### src/rtl/delivery_pkg.sv
// Shared definitions for the delivery game datapath.
// Holds the game state encoding, the LFSR feedback tap mask and the
// default map geometry used by map_scroller.
package delivery_pkg;

    typedef enum logic [1:0] {
        IDLE = 2'd0,
        RUN  = 2'd1,
        OVER = 2'd2
    } state_t;

    // Fibonacci taps 16,14,13,11 expressed as a mask over bits [15:0]
    localparam logic [15:0] LFSR_TAPS = 16'hB400;

    localparam int DEF_LANES = 4;
    localparam int DEF_ROWS  = 8;

endpackage

### src/rtl/lfsr_16.sv
// 16-bit Fibonacci LFSR, free running from reset release.
// Ports:
//   clock - system clock
//   reset - asynchronous active-low reset, loads SEED
//   lfsr  - current register value
module lfsr_16
    import delivery_pkg::*;
#(
    parameter logic [15:0] SEED = 16'hACE1
) (
    input  logic        clock,
    input  logic        reset,
    output logic [15:0] lfsr
);

    logic feedback;

    assign feedback = ^(lfsr & LFSR_TAPS);

    always_ff @(posedge clock or negedge reset) begin
        if (!reset) begin
            lfsr <= SEED;
        end else begin
            lfsr <= {lfsr[14:0], feedback};
        end
    end

endmodule

### src/rtl/map_scroller.sv
// Scrolling lane map for the delivery game.
// Holds the obstacle and package planes, shifts them one row toward the
// player on each move_map pulse, inserts a forced or pseudo-random top
// row, and tracks collisions, pickups, score and lives.
// Ports:
//   clock, reset          - clock and asynchronous active-low reset
//   start                 - level, starts a game from IDLE or OVER
//   move_map              - one-cycle scroll pulse
//   player_lane           - lane the player occupies
//   load_valid/obst/pkg   - force the next inserted row
//   count_map             - high while a game is running
//   obstacles, packages   - map planes, bit r*LANES+l = row r, lane l
//   score, lives          - game counters
//   hit, pickup           - one-cycle event pulses
//   game_over             - high once lives are exhausted
module map_scroller
    import delivery_pkg::*;
#(
    parameter int          LANES   = DEF_LANES,
    parameter int          ROWS    = DEF_ROWS,
    parameter int          LIVES   = 3,
    parameter int          SCORE_W = 8,
    parameter logic [15:0] SEED    = 16'hACE1
) (
    input  logic                       clock,
    input  logic                       reset,
    input  logic                       start,
    input  logic                       move_map,
    input  logic [$clog2(LANES)-1:0]   player_lane,
    input  logic                       load_valid,
    input  logic [LANES-1:0]           load_obst,
    input  logic [LANES-1:0]           load_pkg,
    output logic                       count_map,
    output logic [ROWS*LANES-1:0]      obstacles,
    output logic [ROWS*LANES-1:0]      packages,
    output logic [SCORE_W-1:0]         score,
    output logic [2:0]                 lives,
    output logic                       hit,
    output logic                       pickup,
    output logic                       game_over
);

    localparam int          MAP_W      = ROWS * LANES;
    localparam logic [2:0]  LIVES_INIT = 3'(LIVES);

    function automatic logic [SCORE_W-1:0] sat_inc(input logic [SCORE_W-1:0] v);
        return (&v) ? v : v + 1'b1;
    endfunction

    state_t             state;
    logic [15:0]        lfsr;
    logic               latch_vld;
    logic [LANES-1:0]   latch_obst;
    logic [LANES-1:0]   latch_pkg;

    logic [LANES-1:0]   gen_obst;
    logic [LANES-1:0]   gen_pkg;
    logic [LANES-1:0]   ins_obst;
    logic [LANES-1:0]   ins_pkg;
    logic [LANES-1:0]   obst_row0;
    logic [LANES-1:0]   pkg_row0;
    logic [LANES-1:0]   lane_onehot;
    logic [MAP_W-1:0]   obst_nxt;
    logic [MAP_W-1:0]   pkg_nxt;
    logic               lane_ok;
    logic               collide;
    logic               collect;
    logic               do_shift;
    logic               has_obst;
    int                 obst_lane;
    int                 pkg_lane;
    logic               unused_lfsr;

    lfsr_16 #(.SEED(SEED)) u_lfsr (
        .clock (clock),
        .reset (reset),
        .lfsr  (lfsr)
    );

    assign unused_lfsr = ^lfsr[15:7];

    // Row generation: at most one obstacle; a package sharing the
    // obstacle's lane is dropped so every generated row stays passable.
    always_comb begin
        gen_obst  = '0;
        gen_pkg   = '0;
        has_obst  = (lfsr[3:2] != 2'b00);
        obst_lane = int'(lfsr[1:0]) % LANES;
        pkg_lane  = int'(lfsr[5:4]) % LANES;
        for (int l = 0; l < LANES; l++) begin
            if (has_obst && (l == obst_lane))
                gen_obst[l] = 1'b1;
            if (lfsr[6] && (l == pkg_lane) && !(has_obst && (pkg_lane == obst_lane)))
                gen_pkg[l] = 1'b1;
        end
    end

    // Player-row evaluation and next map contents
    always_comb begin
        obst_row0   = obstacles[LANES-1:0];
        pkg_row0    = packages[LANES-1:0];
        lane_onehot = '0;
        lane_onehot[player_lane] = 1'b1;
        lane_ok     = (int'(player_lane) < LANES);
        collide     = (state == RUN) && lane_ok && obst_row0[player_lane];
        collect     = (state == RUN) && lane_ok && pkg_row0[player_lane];
        do_shift    = (state == RUN) && move_map;
        ins_obst    = latch_vld ? latch_obst : gen_obst;
        ins_pkg     = latch_vld ? latch_pkg  : gen_pkg;
        obst_nxt    = obstacles;
        pkg_nxt     = packages;
        if (do_shift) begin
            // Shift wins over the clear: row 0 is discarded anyway
            obst_nxt = {ins_obst, obstacles[MAP_W-1:LANES]};
            pkg_nxt  = {ins_pkg,  packages[MAP_W-1:LANES]};
        end else begin
            if (collide)
                obst_nxt[LANES-1:0] = obst_row0 & ~lane_onehot;
            if (collect)
                pkg_nxt[LANES-1:0]  = pkg_row0 & ~lane_onehot;
        end
    end

    always_ff @(posedge clock or negedge reset) begin
        if (!reset) begin
            state      <= IDLE;
            obstacles  <= '0;
            packages   <= '0;
            score      <= '0;
            lives      <= LIVES_INIT;
            hit        <= 1'b0;
            pickup     <= 1'b0;
            game_over  <= 1'b0;
            count_map  <= 1'b0;
            latch_vld  <= 1'b0;
            latch_obst <= '0;
            latch_pkg  <= '0;
        end else begin
            hit    <= 1'b0;
            pickup <= 1'b0;

            if (do_shift)
                latch_vld <= 1'b0;
            if (load_valid) begin
                latch_vld  <= 1'b1;
                latch_obst <= load_obst;
                latch_pkg  <= load_pkg;
            end

            case (state)
                RUN: begin
                    obstacles <= obst_nxt;
                    packages  <= pkg_nxt;
                    if (collide) begin
                        hit <= 1'b1;
                        if (lives == 3'd1) begin
                            lives     <= 3'd0;
                            state     <= OVER;
                            count_map <= 1'b0;
                            game_over <= 1'b1;
                        end else begin
                            lives <= lives - 1'b1;
                        end
                    end
                    if (collect) begin
                        pickup <= 1'b1;
                        score  <= sat_inc(score);
                    end
                end
                default: begin
                    // IDLE and OVER: map frozen until a new game starts
                    if (start) begin
                        state     <= RUN;
                        count_map <= 1'b1;
                        game_over <= 1'b0;
                        obstacles <= '0;
                        packages  <= '0;
                        score     <= '0;
                        lives     <= LIVES_INIT;
                    end
                end
            endcase
        end
    end

endmodule

### config.mk
export PLATFORM = sky130hd
export DESIGN_NAME = map_scroller
export DESIGN_NICKNAME = d
export VERILOG_FILES = /design/src/rtl/delivery_pkg.sv /design/src/rtl/lfsr_16.sv /design/src/rtl/map_scroller.sv
export SDC_FILE = /design/constraint.sdc
export NUM_CORES = 1
export LEC_CHECK = 0
export ABC_AREA = 1
export BUFFER_PORTS_ARGS = -buffer_cell sky130_fd_sc_hd__buf_2
export CAP_MARGIN = 20
export CELL_PAD_IN_SITES_DETAIL_PLACEMENT = 1
export CELL_PAD_IN_SITES_GLOBAL_PLACEMENT = 2
export CORE_UTILIZATION = 35
export CTS_CLUSTER_SIZE = 16
export DETAILED_ROUTE_END_ITERATION = 6
export PLACE_DENSITY = 0.92
export SETUP_SLACK_MARGIN = 0.1
export SLEW_MARGIN = 15
export SYNTH_ARGS = -nofsm -noshare
export SYNTH_HDL_FRONTEND = slang
export SYNTH_SLANG_ARGS = --single-unit
### constraint.sdc
create_clock -name clock -period 2.4 [get_ports clock]
set_input_delay 0.24 -clock clock [delete_from_list [all_inputs] [get_ports clock]]
set_output_delay 0.24 -clock clock [all_outputs]
set_load 0.1 [all_outputs]
==> impl_metrics.toml, run 1 <==
[outcome]
status = "finished, final reports clean"

[critical_path]
crit_path_frequent_cell = "inv_2"
critPathRequiredTime_ns = 2.60
worstSetupPathType = "flip-flop to flip-flop"
arrival_ns = 2.11
slowest_stage = "dfrtp_1"
max_stage_delay_ns = 0.41
crit_buf_inv = 3
crit_family = "buffers and inverters"
crit_path_max_fanout = 45
crit_chain = "nand2_2, inv_2, nor2_2, inv_2, nand2_4, buf_4, o22ai_1"
startpoint_type = "flip-flop"
cp-end-kind = "flip-flop"

[global_routing]
overflow = 0
grt_usage = 0.1877
grt_pass1_wl_mm = 18.69
antenna_found_initial = 0
grt_max_degree = 46
grt_pass1_vias = 3705

[timing]
finalSetupViolCount = 0
max-slew-margin-rel = 0.6023
finalHoldViolCount = 0
worst_pin_slew_ns = 0.5965
fin_crit_ns = 1.909
fin_crit_sh = 0.7955
rsz0062_at_grt = "false"
slew_viol_final = 0
final.setup_skew_ns = 0.009089
fmax_mhz = 523.8
tns_ns = 0

[synthesis]
ys_ff_latch = 104
ys_top_cells_by_area = "dfrtp_1 (54%), nand2_1 (11%), inv_1 (6.4%), dfstp_2 (6.0%), o22ai_1 (5.9%)"
synth_edf_count = 0
yosys.area.top_type = "dfrtp_1"
synth_area_per_cell_sq_um = 9.051
yosys.cell_types.count = 30
ys_async_sr_fraction = 1.000
synthCells = 483
syn-num-nets = 501
synthesis.area_sq_um = 4372
synth_top_cell_area_share = 0.5381
synthFlopType = "dfrtp_1"
ys_seq_area_frac = 0.5982
yosysWarnings = 0

[placed_design]
place.gp.congestion = 0.7904
dpl.cell_count = 732
place.port_buffers = 93
dp.final_hpwl_mm = 8.055

[layout]
layout-drive-gt1-share = 0.2392
area_growth_pct = 22.58
n_antenna_cell = 0
final_cells = 749
final_nets = 594

[routing]
first_pass_iters = 6
routed_via_density = 4.749
ant_nets = 0
post_drt_wl_per_cell_um = 14.98
vias = 3557
drt_iter0_markers = 186
totalWireLength_mm = 11.22
drcViolationCount = 0

[die]
io_pins = 94
initial_utilization = 0.3610
row_count = 40
dieArea_sq_um = 12940
die_w_um = 113.8
die_h_um = 113.8
core_area_sq_um = 12110

[clocking]
clkTransAtPathRegs_ns = 0.08
root_buffer = "clkbuf_16"
cts_buffers = 9
ctsResizeCount = 0
clkLatencyLatePin_ns = 0.35
tritoncts = "built"
cts.sinks = 104
cts_buffer_depth = 2
htree_levels = 3

[hold_path]
hp-class = "input pin to flip-flop"

[job]
cap_viol_max_count = 0
[layout make-up]
cell class                      count  area (sq um)
Clock buffer                        9         225.2
Clock inverter                      7         107.6
Fill cell                        1439          6753
Inverter                           81         306.5
Multi-Input combinational cell    281          1366
Sequential cell                   104          2615
Tap cell                          168         210.2
Timing Repair Buffer               99         528.0
[Yosys cell counts (3+ instances only)]
cell	number
nand3_1	22
inv_1	74
o21ai_1	7
buf_1	4
inv_2	6
xnor2_1	3
nand2_1	123
buf_2	10
nor2_1	26
nor3_1	6
o21ai_0	24
nand4_1	3
a21oi_1	7
dfstp_2	10
o22ai_1	41
xor2_1	4
ha_1	3
dfrtp_1	94
[timing repair]
item                                   in CTS  in global routing
hold buffers                                1                  0
setup buffers                               0                  0
endpoints found under the hold margin      36                  0
[sequential cells by signal, indices dropped and copies added (netlist names), 3 cells and up]
register	flops
packages	32
latch_obst	4
u_lfsr.lfsr	16
latch_pkg	4
obstacles	32
lives	3
score	8
[through the flow]
stage / util / hold WS [ns] / area (sq um) / worst slack (ns)
after global placement: 0.4142 / 0.2849 / 5016 / 0.6298
after detailed placement: 0.4142 / 0.2953 / 5016 / 0.4828
final: 0.4425 / 0.09984 / 5359 / 0.4909
after floorplan: - / -0.05559 / 4372 / 0.2813
after CTS: 0.4425 / 0.09645 / 5359 / 0.4811
after global routing: 0.4425 / 0.1080 / 5359 / 0.3036
[worst min-delay path, cell delays in order]
cell and delay, ns:
buf_2 0.07, nand2_1 0.04, o21ai_0 0.06
[cell usage in the layout, fill, tap and decap left out, types with 6 or more instances in the layout]
| master | synthesis | final |
|---|---|---|
| a21oi_1 | 7 | 7 |
| o21ai_0 | 24 | 24 |
| inv_2 | 6 | 6 |
| dfrtp_1 | 94 | 94 |
| o22ai_1 | 41 | 41 |
| buf_2 | 10 | 92 |
| inv_1 | 74 | 74 |
| dfstp_2 | 10 | 10 |
| nand2_1 | 123 | 123 |
| nand3_1 | 22 | 22 |
| clkbuf_16 | 0 | 9 |
| nor3_1 | 6 | 6 |
| nor2_1 | 26 | 26 |
| o21ai_1 | 7 | 7 |
[routing by layer]
| metal | global-route usage | routed length [um] | up-vias |
|---|---|---|---|
| met4 | 0.07105 | 206 | 0 |
| met1 | 0.2542 | 5221 | 1743 |
| met2 | 0.3049 | 5338 | 74 |
| li1 | - | - | 1726 |
| met3 | 0.02922 | 454 | 14 |
| met5 | 0 | 0 | - |
[kinds of logic (layout without fill, tap and decap cells)]
group | after synthesis | after routing | synth area share
and+or+nand+nor | 189 | 189 | 0.1826
DFF | 104 | 104 | 0.5982
buffers and inverters | 98 | 196 | 0.08930
AOI/OAI and AO/OA | 82 | 82 | 0.1073
xor gates and xnor gates | 7 | 7 | 0.01402
adders and majority gates | 3 | 3 | 0.008587
[path summary, 6_finish.rpt]
kind | from | endpoint | slack, ns | cells past startpoint
worst min register to register | u_lfsr.lfsr[14]$_DFF_PN0_ | u_lfsr.lfsr[15]$_DFF_PN1_ | 0.36 | 0
min in group asynchronous | reset | score[2]$_DFFE_PN0P_ | 0.44 | 2
worst max-delay path | state[0]$_DFFE_PN0P_ | obstacles[14]$_DFFE_PN0P_ | 0.49 | 7
worst max register to register | state[0]$_DFFE_PN0P_ | obstacles[14]$_DFFE_PN0P_ | 0.49 | 7
worst min-delay path | load_obst[1] | latch_obst[1]$_DFFE_PN0P_ | 0.1 | 3
max in group asynchronous | reset | u_lfsr.lfsr[5]$_DFF_PN1_ | 1.24 | 3
Power of run 1 is left out: the tool's default activity adds up to more than one toggle a clock period on the data nets, which glitch-free logic cannot reach.
==> run 2: changes to the inputs <==
Settings changed: ABC_AREA 1 to 0, PLACE_DENSITY 0.92 to 0.86.
Clock period 2.4 ns to 1.78 ns, I/O delays scaled along.
==> impl_metrics.toml, run 2 <==
[timing]
worst_slack_ns = 0.03623
finalSetupViolCount = 0
fin_crit_sh = 0.9796
rsz0062_at_grt = "true"
fin_crit_ns = 1.744
finalHoldViolCount = 0
fmax_mhz = 573.5
slew_viol_final = 0
worst_pin_slew_ns = 0.5139
max-slew-margin-rel = 0.6597
final.setup_skew_ns = 0.009999

[clocking]
htree_levels = 3
clkTransAtPathRegs_ns = 0.08
clkLatencyLatePin_ns = 0.34
root_buffer = "clkbuf_16"
cts_buffer_depth = 2
cts_buffers = 9
cts.sinks = 104
tritoncts = "built"

[synthesis]
ys_ff_latch = 104
ys_async_sr_fraction = 1.000
synth_edf_count = 0
synthFlopType = "dfrtp_1"
yosys.cell_types.count = 45
ys_top_cells_by_area = "dfrtp_1 (58%), a22o_1 (12%), dfstp_2 (6.5%), nand2_1 (2.6%), mux2_2 (2.2%)"
synth_top_cell_area_share = 0.5799
ys_seq_area_frac = 0.6447
synthMostInstantiatedCell = "dfrtp_1"
synthCells = 310
netlist_top_cells_count = "dfrtp_1 (94), a22o_1 (55), nand2_1 (28)"
yosysWarnings = 0
syn-num-nets = 328
synthesis.area_sq_um = 4056
synth_area_per_cell_sq_um = 13.09
yosys.area.top_type = "dfrtp_1"

[job]
cap_viol_max_count = 0

[critical_path]
crit_chain = "mux4_2, o211a_4, and3_4, a211o_1"
worstSetupPathType = "flip-flop to flip-flop"
startpoint_type = "flip-flop"
crit_path_max_fanout = 5
arrival_ns = 1.97
critPathRequiredTime_ns = 2.00
cp-end-kind = "flip-flop"
max_stage_delay_ns = 0.56
slowest_stage = "mux4_2"
ff2ff_setup_slack_ns = 0.04

[routing]
ant_nets = 0
post_drt_wl_per_cell_um = 18.01
drcViolationCount = 0
routed_via_density = 5.355
vias = 2956
drt_iter0_markers = 195
totalWireLength_mm = 9.940
first_pass_iters = 5

[global_routing]
grt_usage = 0.1772
antenna_found_initial = 0
overflow = 0
grt_max_degree = 60
grt_pass1_vias = 2902
grt_pass1_wl_mm = 16.17

[placed_design]
dp.final_hpwl_mm = 6.759
place.port_buffers = 93
place.gp.congestion = 0.8107
place_ws_ns = 0.02549

[layout]
final_core_util = 0.4637
final_nets = 425
layout_common_cells = "buf_2 (92), dfrtp_1 (76), a22o_1 (55)"
area_growth_pct = 26.65
mostFrequentLayoutCell = "buf_2"
layout-drive-gt1-share = 0.4102
top_regs = "obstacles (32), packages (32), u_lfsr.lfsr (16)"
n_antenna_cell = 0
fill_cells = 1183

[die]
io_pins = 94
row_count = 38
initial_utilization = 0.3662
dieArea_sq_um = 12020
die_h_um = 109.7
core_area_sq_um = 11080
die_w_um = 109.7

[outcome]
status = "finished, final reports clean"

[hold_path]
hp-class = "input pin to flip-flop"
run 2: changes by cell type after synthesis, sizes merged, moves of 16 or more:
cell | before | now
nor2 | 29 | 9
a22o | 0 | 55
nand2 | 126 | 28
inv | 81 | 5
o22ai | 41 | 3
o21ai | 31 | 15
nand3 | 22 | 4
run 2: worst paths after layout:
| path | from | end | cells after the start |
|---|---|---|---|
| hold / removal | load_obst[3] | latch_obst[3]$_DFFE_PN0P_ | 2 |
| hold reg to reg | u_lfsr.lfsr[8]$_DFF_PN0_ | u_lfsr.lfsr[9]$_DFF_PN0_ | 0 |
| min in group asynchronous | reset | score[2]$_DFFE_PN0P_ | 2 |
| max in group asynchronous | reset | u_lfsr.lfsr[11]$_DFF_PN1_ | 3 |
| setup reg to reg | packages[3]$_DFFE_PN0P_ | score[3]$_DFFE_PN0P_ | 4 |
| setup / recovery | packages[3]$_DFFE_PN0P_ | score[3]$_DFFE_PN0P_ | 4 |
run 2: critical path, delay by kind of cell, from the launching register on:
kind | cells | cell delay (ns)
AND/OR/NAND/NOR | 1 | 0.16
flip-flops | 1 | 0.47
multiplexers | 1 | 0.56
AO/OA/AOI/OAI | 2 | 0.44
run 2: cell families (layout without fill, tap and decap cells):
kind of cell | after synthesis | in the layout | synth area share
flops | 104 | 104 | 0.6447
compound gates | 99 | 99 | 0.1943
simple gates | 63 | 63 | 0.07557
buf+inv | 24 | 126 | 0.02468
mux | 13 | 13 | 0.04288
xor+xnor | 4 | 4 | 0.008638
fa+ha+maj | 3 | 3 | 0.009255
run 2: final cells by class:
class                      count  area (sq um)  share of cell area
timing repair buffer         105         610.6              0.1189
sequential                   104          2658              0.5173
multi-input combinational    182          1384              0.2694
inverter                       5         18.77            0.003653
clock inverter                 6         62.56             0.01218
tap                          140         175.2             0.03410
clock buffer                  10         229.0             0.04457
run 2: through the flow:
step	hold slack, ns	setup TNS (ns)	area (sq um)	cells
global route	0.06099	-0.003636	5137	552
detailed placement	0.09386	0	4793	530
global placement	0.08986	0	4793	530
floorplan	-0.1176	-0.1107	4174	310
CTS	0.05475	0	5117	550
finish	0.06659	0	5137	552
run 2: what timing repair did:
item	CTS	global route
pin swaps	0	1
gates resized for setup	0	1
hold buffers	1	0
endpoints found under the hold margin	18	0
setup buffers	3	2
setup endpoints to repair	2	4
run 2: per-layer routing:
layer,GRT usage,vias up,routed length (um)
met1,0.2452,1524,4692
met2,0.2790,74,4787
met4,0.04286,0,78
met3,0.04564,5,381
li1,-,1353,-
met5,0,-,0
Power of run 2 is left out for the same reason.
